### src/rtl/serial_subtractor4_pkg.sv
// Shared encoding and sizing helpers for the serial add/subtract datapath family.
package serial_subtractor4_pkg;

  typedef enum logic [1:0] {
    ST_IDLE = 2'd0,
    ST_RUN  = 2'd1,
    ST_DONE = 2'd2
  } state_e;

  localparam int DEF_WIDTH = 4;
  localparam int CNT_W     = $clog2(DEF_WIDTH);

  function automatic int cnt_width(input int w);
    return (w <= 2) ? 1 : $clog2(w);
  endfunction

endpackage

### src/rtl/serial_subtractor4_full_subtractor1.sv
// Single-bit full subtractor: d = x - y - bi, with borrow-out bo.
module full_subtractor1 (
  input  logic x,
  input  logic y,
  input  logic bi,
  output logic d,
  output logic bo
);

  assign d  = x ^ y ^ bi;
  assign bo = (~x & y) | (~(x ^ y) & bi);

endmodule

### src/rtl/serial_subtractor4.sv
// Bit-serial subtractor: diff = a - b - bin, one bit per clock LSB first,
// with a start/done handshake and registered result/borrow/overflow.
module serial_subtractor4
  import serial_subtractor4_pkg::*;
#(
  parameter int WIDTH = 4
) (
  input  logic             clk,
  input  logic             rst_n,
  input  logic             start,
  input  logic [WIDTH-1:0] a,
  input  logic [WIDTH-1:0] b,
  input  logic             bin,
  output logic             busy,
  output logic             done,
  output logic [WIDTH-1:0] diff,
  output logic             bout,
  output logic             ovf
);

  localparam int CW = cnt_width(WIDTH);

  state_e           state_q, state_d;
  logic [CW-1:0]    cnt_q, cnt_d;
  logic             borrow_q, borrow_d;
  logic [WIDTH-1:0] a_sh_q, a_sh_d;
  logic [WIDTH-1:0] b_sh_q, b_sh_d;
  logic [WIDTH-1:0] diff_sh_q, diff_sh_d;
  logic [WIDTH-1:0] diff_q, diff_d;
  logic             bout_q, bout_d;
  logic             ovf_q, ovf_d;

  logic             fs_d, fs_bo;
  logic             last_step;
  logic             msb_borrow;
  logic [WIDTH-1:0] diff_next;

  full_subtractor1 u_fs (
    .x  (a_sh_q[0]),
    .y  (b_sh_q[0]),
    .bi (borrow_q),
    .d  (fs_d),
    .bo (fs_bo)
  );

  assign last_step = (cnt_q == CW'(WIDTH - 1));
  // On the final step the borrow register holds the borrow into the MSB.
  assign msb_borrow = borrow_q;
  assign diff_next  = {fs_d, diff_sh_q[WIDTH-1:1]};

  always_comb begin
    state_d   = state_q;
    cnt_d     = cnt_q;
    borrow_d  = borrow_q;
    a_sh_d    = a_sh_q;
    b_sh_d    = b_sh_q;
    diff_sh_d = diff_sh_q;
    diff_d    = diff_q;
    bout_d    = bout_q;
    ovf_d     = ovf_q;
    case (state_q)
      ST_IDLE: begin
        if (start) begin
          state_d   = ST_RUN;
          a_sh_d    = a;
          b_sh_d    = b;
          borrow_d  = bin;
          cnt_d     = '0;
          diff_sh_d = '0;
        end
      end
      ST_RUN: begin
        borrow_d  = fs_bo;
        a_sh_d    = a_sh_q >> 1;
        b_sh_d    = b_sh_q >> 1;
        diff_sh_d = diff_next;
        cnt_d     = cnt_q + CW'(1);
        if (last_step) begin
          state_d = ST_DONE;
          diff_d  = diff_next;
          bout_d  = fs_bo;
          ovf_d   = msb_borrow ^ fs_bo;
        end
      end
      ST_DONE: state_d = ST_IDLE;
      default: state_d = ST_IDLE;
    endcase
  end

  always_ff @(posedge clk) begin
    if (!rst_n) begin
      state_q   <= ST_IDLE;
      cnt_q     <= '0;
      borrow_q  <= 1'b0;
      a_sh_q    <= '0;
      b_sh_q    <= '0;
      diff_sh_q <= '0;
      diff_q    <= '0;
      bout_q    <= 1'b0;
      ovf_q     <= 1'b0;
    end else begin
      state_q   <= state_d;
      cnt_q     <= cnt_d;
      borrow_q  <= borrow_d;
      a_sh_q    <= a_sh_d;
      b_sh_q    <= b_sh_d;
      diff_sh_q <= diff_sh_d;
      diff_q    <= diff_d;
      bout_q    <= bout_d;
      ovf_q     <= ovf_d;
    end
  end

  assign busy = (state_q == ST_RUN);
  assign done = (state_q == ST_DONE);
  assign diff = diff_q;
  assign bout = bout_q;
  assign ovf  = ovf_q;

endmodule
### config.mk
export PLATFORM = sky130hd
export DESIGN_NAME = serial_subtractor4
export DESIGN_NICKNAME = d
export VERILOG_FILES = /design/src/rtl/serial_subtractor4_pkg.sv /design/src/rtl/serial_subtractor4_full_subtractor1.sv /design/src/rtl/serial_subtractor4.sv
export SDC_FILE = /design/constraint.sdc
export NUM_CORES = 1
export LEC_CHECK = 0
export ABC_AREA = 1
export ABC_CLOCK_PERIOD_IN_PS = 2900
export CAP_MARGIN = 25
export CELL_PAD_IN_SITES_DETAIL_PLACEMENT = 1
export CELL_PAD_IN_SITES_GLOBAL_PLACEMENT = 1
export CORE_MARGIN = 2
export CORE_UTILIZATION = 39
export CTS_BUF_LIST = sky130_fd_sc_hd__clkbuf_4
export CTS_CLUSTER_SIZE = 24
export DETAILED_ROUTE_END_ITERATION = 8
export MAX_ROUTING_LAYER = met4
export PLACE_DENSITY = 0.83
export SLEW_MARGIN = 15
export SYNTH_ARGS = -nofsm -noshare
export SYNTH_HDL_FRONTEND = slang
export SYNTH_SLANG_ARGS = --single-unit
### constraint.sdc
create_clock -name clk -period 2.9 [get_ports clk]
set_input_delay 0.58 -clock clk [delete_from_list [all_inputs] [get_ports clk]]
set_output_delay 0.58 -clock clk [all_outputs]
set_load 0.02 [all_outputs]
==> impl_results.md <==
- Clk_skew: 0.0101 ns
- Reg2reg start: state_q[0]$_SDFFE_PN0P_
- First-pass GRT wire length: 4040 um
- Placer Congestion: 0.774
- DIE HEIGHT: 54.5 um
- Worst hold path type: reg2reg
- Layout Nets: 164
- YS warnings: 0
- Worst slew pin tran: 0.464 ns
- Layout cells sized above 1: 0.0671
- Max frequency: 0.412 GHz
- PortBufs: 19
- Setup TNS: 0 ns
- Crit Path Class: reg2out
- # fillers: 313
- I/O pins: 20
- Syn Nets: 144
- Worst-path cell with the longest stage delay: clkdlybuf4s50_1
- Initial antenna violation count: 0
- Via density: 4.96
- Final Hold Viols: 0
- # setup viols final: 0
- #FFs+latches synth: 22
- Clk pin slew, worst setup/hold paths: 0.12 ns
- Footprint of the multi-input gates: 452 um2
- Clock Latency Late Sink: 0.32 ns
- CP Cell Sequence: nand2_8, inv_2, clkdlybuf4s50_1
- Nature of the critical path endpoint: primary output
- R2R depth: 5
- CP startpoint kind: register
- Overflow left after global routing: 0
- Iter 0 DRT Violations: 11
- Register area: 440 um2
- Cell area after synthesis: 996 um2
- Starting Density: 0.406
- Clock tree buffer depth: 2
- Drt pass-1 iters: 4
- Post-Place Worst Slack: 0.829 ns
- Minimum clock period after layout: 2.43 ns
- Highest-count cells in the layout ignoring fill and taps: dfxtp_1 (22), nor2_1 (21), nand3_1 (20)
- Worst Path Max Fanout: 18
- Post-synthesis sequential area ratio: 0.442
- Antenna diode count: 0
- Critical Path RT: 2.32 ns
- Syn-to-layout area delta: 24.0%
- Mean routed wirelength per cell: 13.3 um
- Via count: 888
- Util after Layout: 0.503
- Mapped Cells: 130
- Reg2reg end: diff[2]$_SDFFE_PN0P_
- Row count: 18
- CTS H-tree lvls: 1
- Status: finished, final reports clean
- Worst path arrival time: 1.85 ns
- Root Buffer: clkbuf_4
- Commonest non-fill, non-tap cell in the layout: dfxtp_1
- WHS Path Cells: 1
- Hold Crit Start: cnt_q[0]$_SDFFE_PN0P_
- Final wirelength: 2380 um
- # hold bufs at CTS: 0
- CTS sink cnt: 22
- Total track usage: 0.196
- Die span in x: 54.5 um
- Mean post-synth cell area: 7.66 um2
- Slew HR: 0.691
- Max cap viols: 0
- Power Density: 525 mW/mm2
- Largest net degree at the start of global routing: 19
- Final Cycle Share: 0.838
- Cts repair resizes: 0
- Total Die Area: 0.00297 mm2
- Placeable core area: 0.00245 mm2
- CP max stage delay: 0.63 ns
- Antenna-violating nets left: 0
- Setup bufs post-CTS: 0
- CTS tree: done
- Internal reg-to-reg setup slack: 1.52 ns
- RSZ-0062 raised after global routing: false
- Distinct cells, synth: 19
- Static leakage: 0.524 nW
- Pins over their slew limit: 0
- Final WS setup: 0.470 ns
- Vias in the first global route: 912
- Worst hold endpoint: cnt_q[0]$_SDFFE_PN0P_
- Final routed DRC violation total: 0
- Peak supply drop: 0.000404 V
- CTS buffer count: 3
- Post-DP HPWL: 1790 um
critical path: cells and delay by family (launching register included):
family	cells	cell delay, ns
buffers and inverters	2	0.79
and+or+nand+nor	1	0.16
DFF	1	0.59
stage by stage:
| step | hold WS (ns) | area [um2] | power [mW] | instances |
|---|---|---|---|---|
| after floorplan | 0.428 | 996 | 0.390 | 130 |
| after global placement | 0.446 | 1180 | 0.416 | 175 |
| after detailed placement | 0.464 | 1180 | 0.419 | 175 |
| after CTS | 0.481 | 1230 | 0.658 | 179 |
| after global routing | 0.505 | 1230 | 0.679 | 179 |
| final | 0.474 | 1230 | 0.648 | 179 |
flip-flops by register name, indices dropped and copies added (netlist names):
| register | cells |
|---|---|
| diff_sh_q | 3 |
| borrow_q | 1 |
| ovf | 1 |
| bout | 1 |
| a_sh_q | 4 |
| cnt_q | 2 |
| b_sh_q | 4 |
| state_q | 2 |
| diff | 4 |
Yosys cell counts:
library cell	n	area [um2]
nor2_4	1	11.3
and3_1	1	6.26
inv_2	1	3.75
buf_8	2	30.0
xor2_1	1	8.76
nand3_1	20	100
ha_1	1	12.5
nand2_1	19	71.3
dfxtp_1	22	440
nand2_4	2	22.5
inv_1	14	52.6
fa_1	1	20.0
nor2_1	21	78.8
o21ai_0	7	35.0
inv_4	1	6.26
a21oi_1	13	65.1
nand2_8	1	20.0
buf_1	1	3.75
buf_4	1	7.51
report_power, final:
| group | switching [mW] | internal (mW) |
|---|---|---|
| clock network | 0.0962 | 0.140 |
| logic | 0.0467 | 0.0385 |
| registers | 0.0109 | 0.316 |
| total | 0.154 | 0.494 |
worst max-delay path by stage:
stage	from	endpoint	cells past startpoint
2_1_floorplan	state_q[1]$_SDFFE_PN0P_	done	2
3_3_place_gp	state_q[0]$_SDFFE_PN0P_	busy	3
3_5_place_dp	state_q[0]$_SDFFE_PN0P_	busy	3
4_1_cts	state_q[0]$_SDFFE_PN0P_	busy	3
5_1_grt	state_q[0]$_SDFFE_PN0P_	busy	3
6_report	state_q[0]$_SDFFE_PN0P_	busy	3
final cells by class:
type / count / area share
inverters: 16 / 0.0507
clock inverters: 1 / 0.0243
well taps: 30 / 0.0304
flip-flops and latches: 22 / 0.357
clock buffers: 3 / 0.0182
repair buffers: 19 / 0.154
multi-input cells: 88 / 0.366
cell families (layout without fill, tap and decap cells):
group	count (synthesis)	in the layout	synth area share
AOI/OAI and AO/OA	20	20	0.100
xor gates and xnor gates	1	1	0.00880
adders and majority gates	2	2	0.0327
buffers and inverters	20	39	0.104
DFF	22	22	0.442
and+or+nand+nor	65	65	0.312
metal layers:
layer | GRT usage | vias to the layer above | wire length (um)
li1 | - | 454 | -
met1 | 0.225 | 419 | 1090
met2 | 0.341 | 10 | 1200
met3 | 0.0328 | 5 | 53
met4 | 0.0750 | 0 | 38
met5 | - | - | 0
Power figures use the tool's default switching activity.
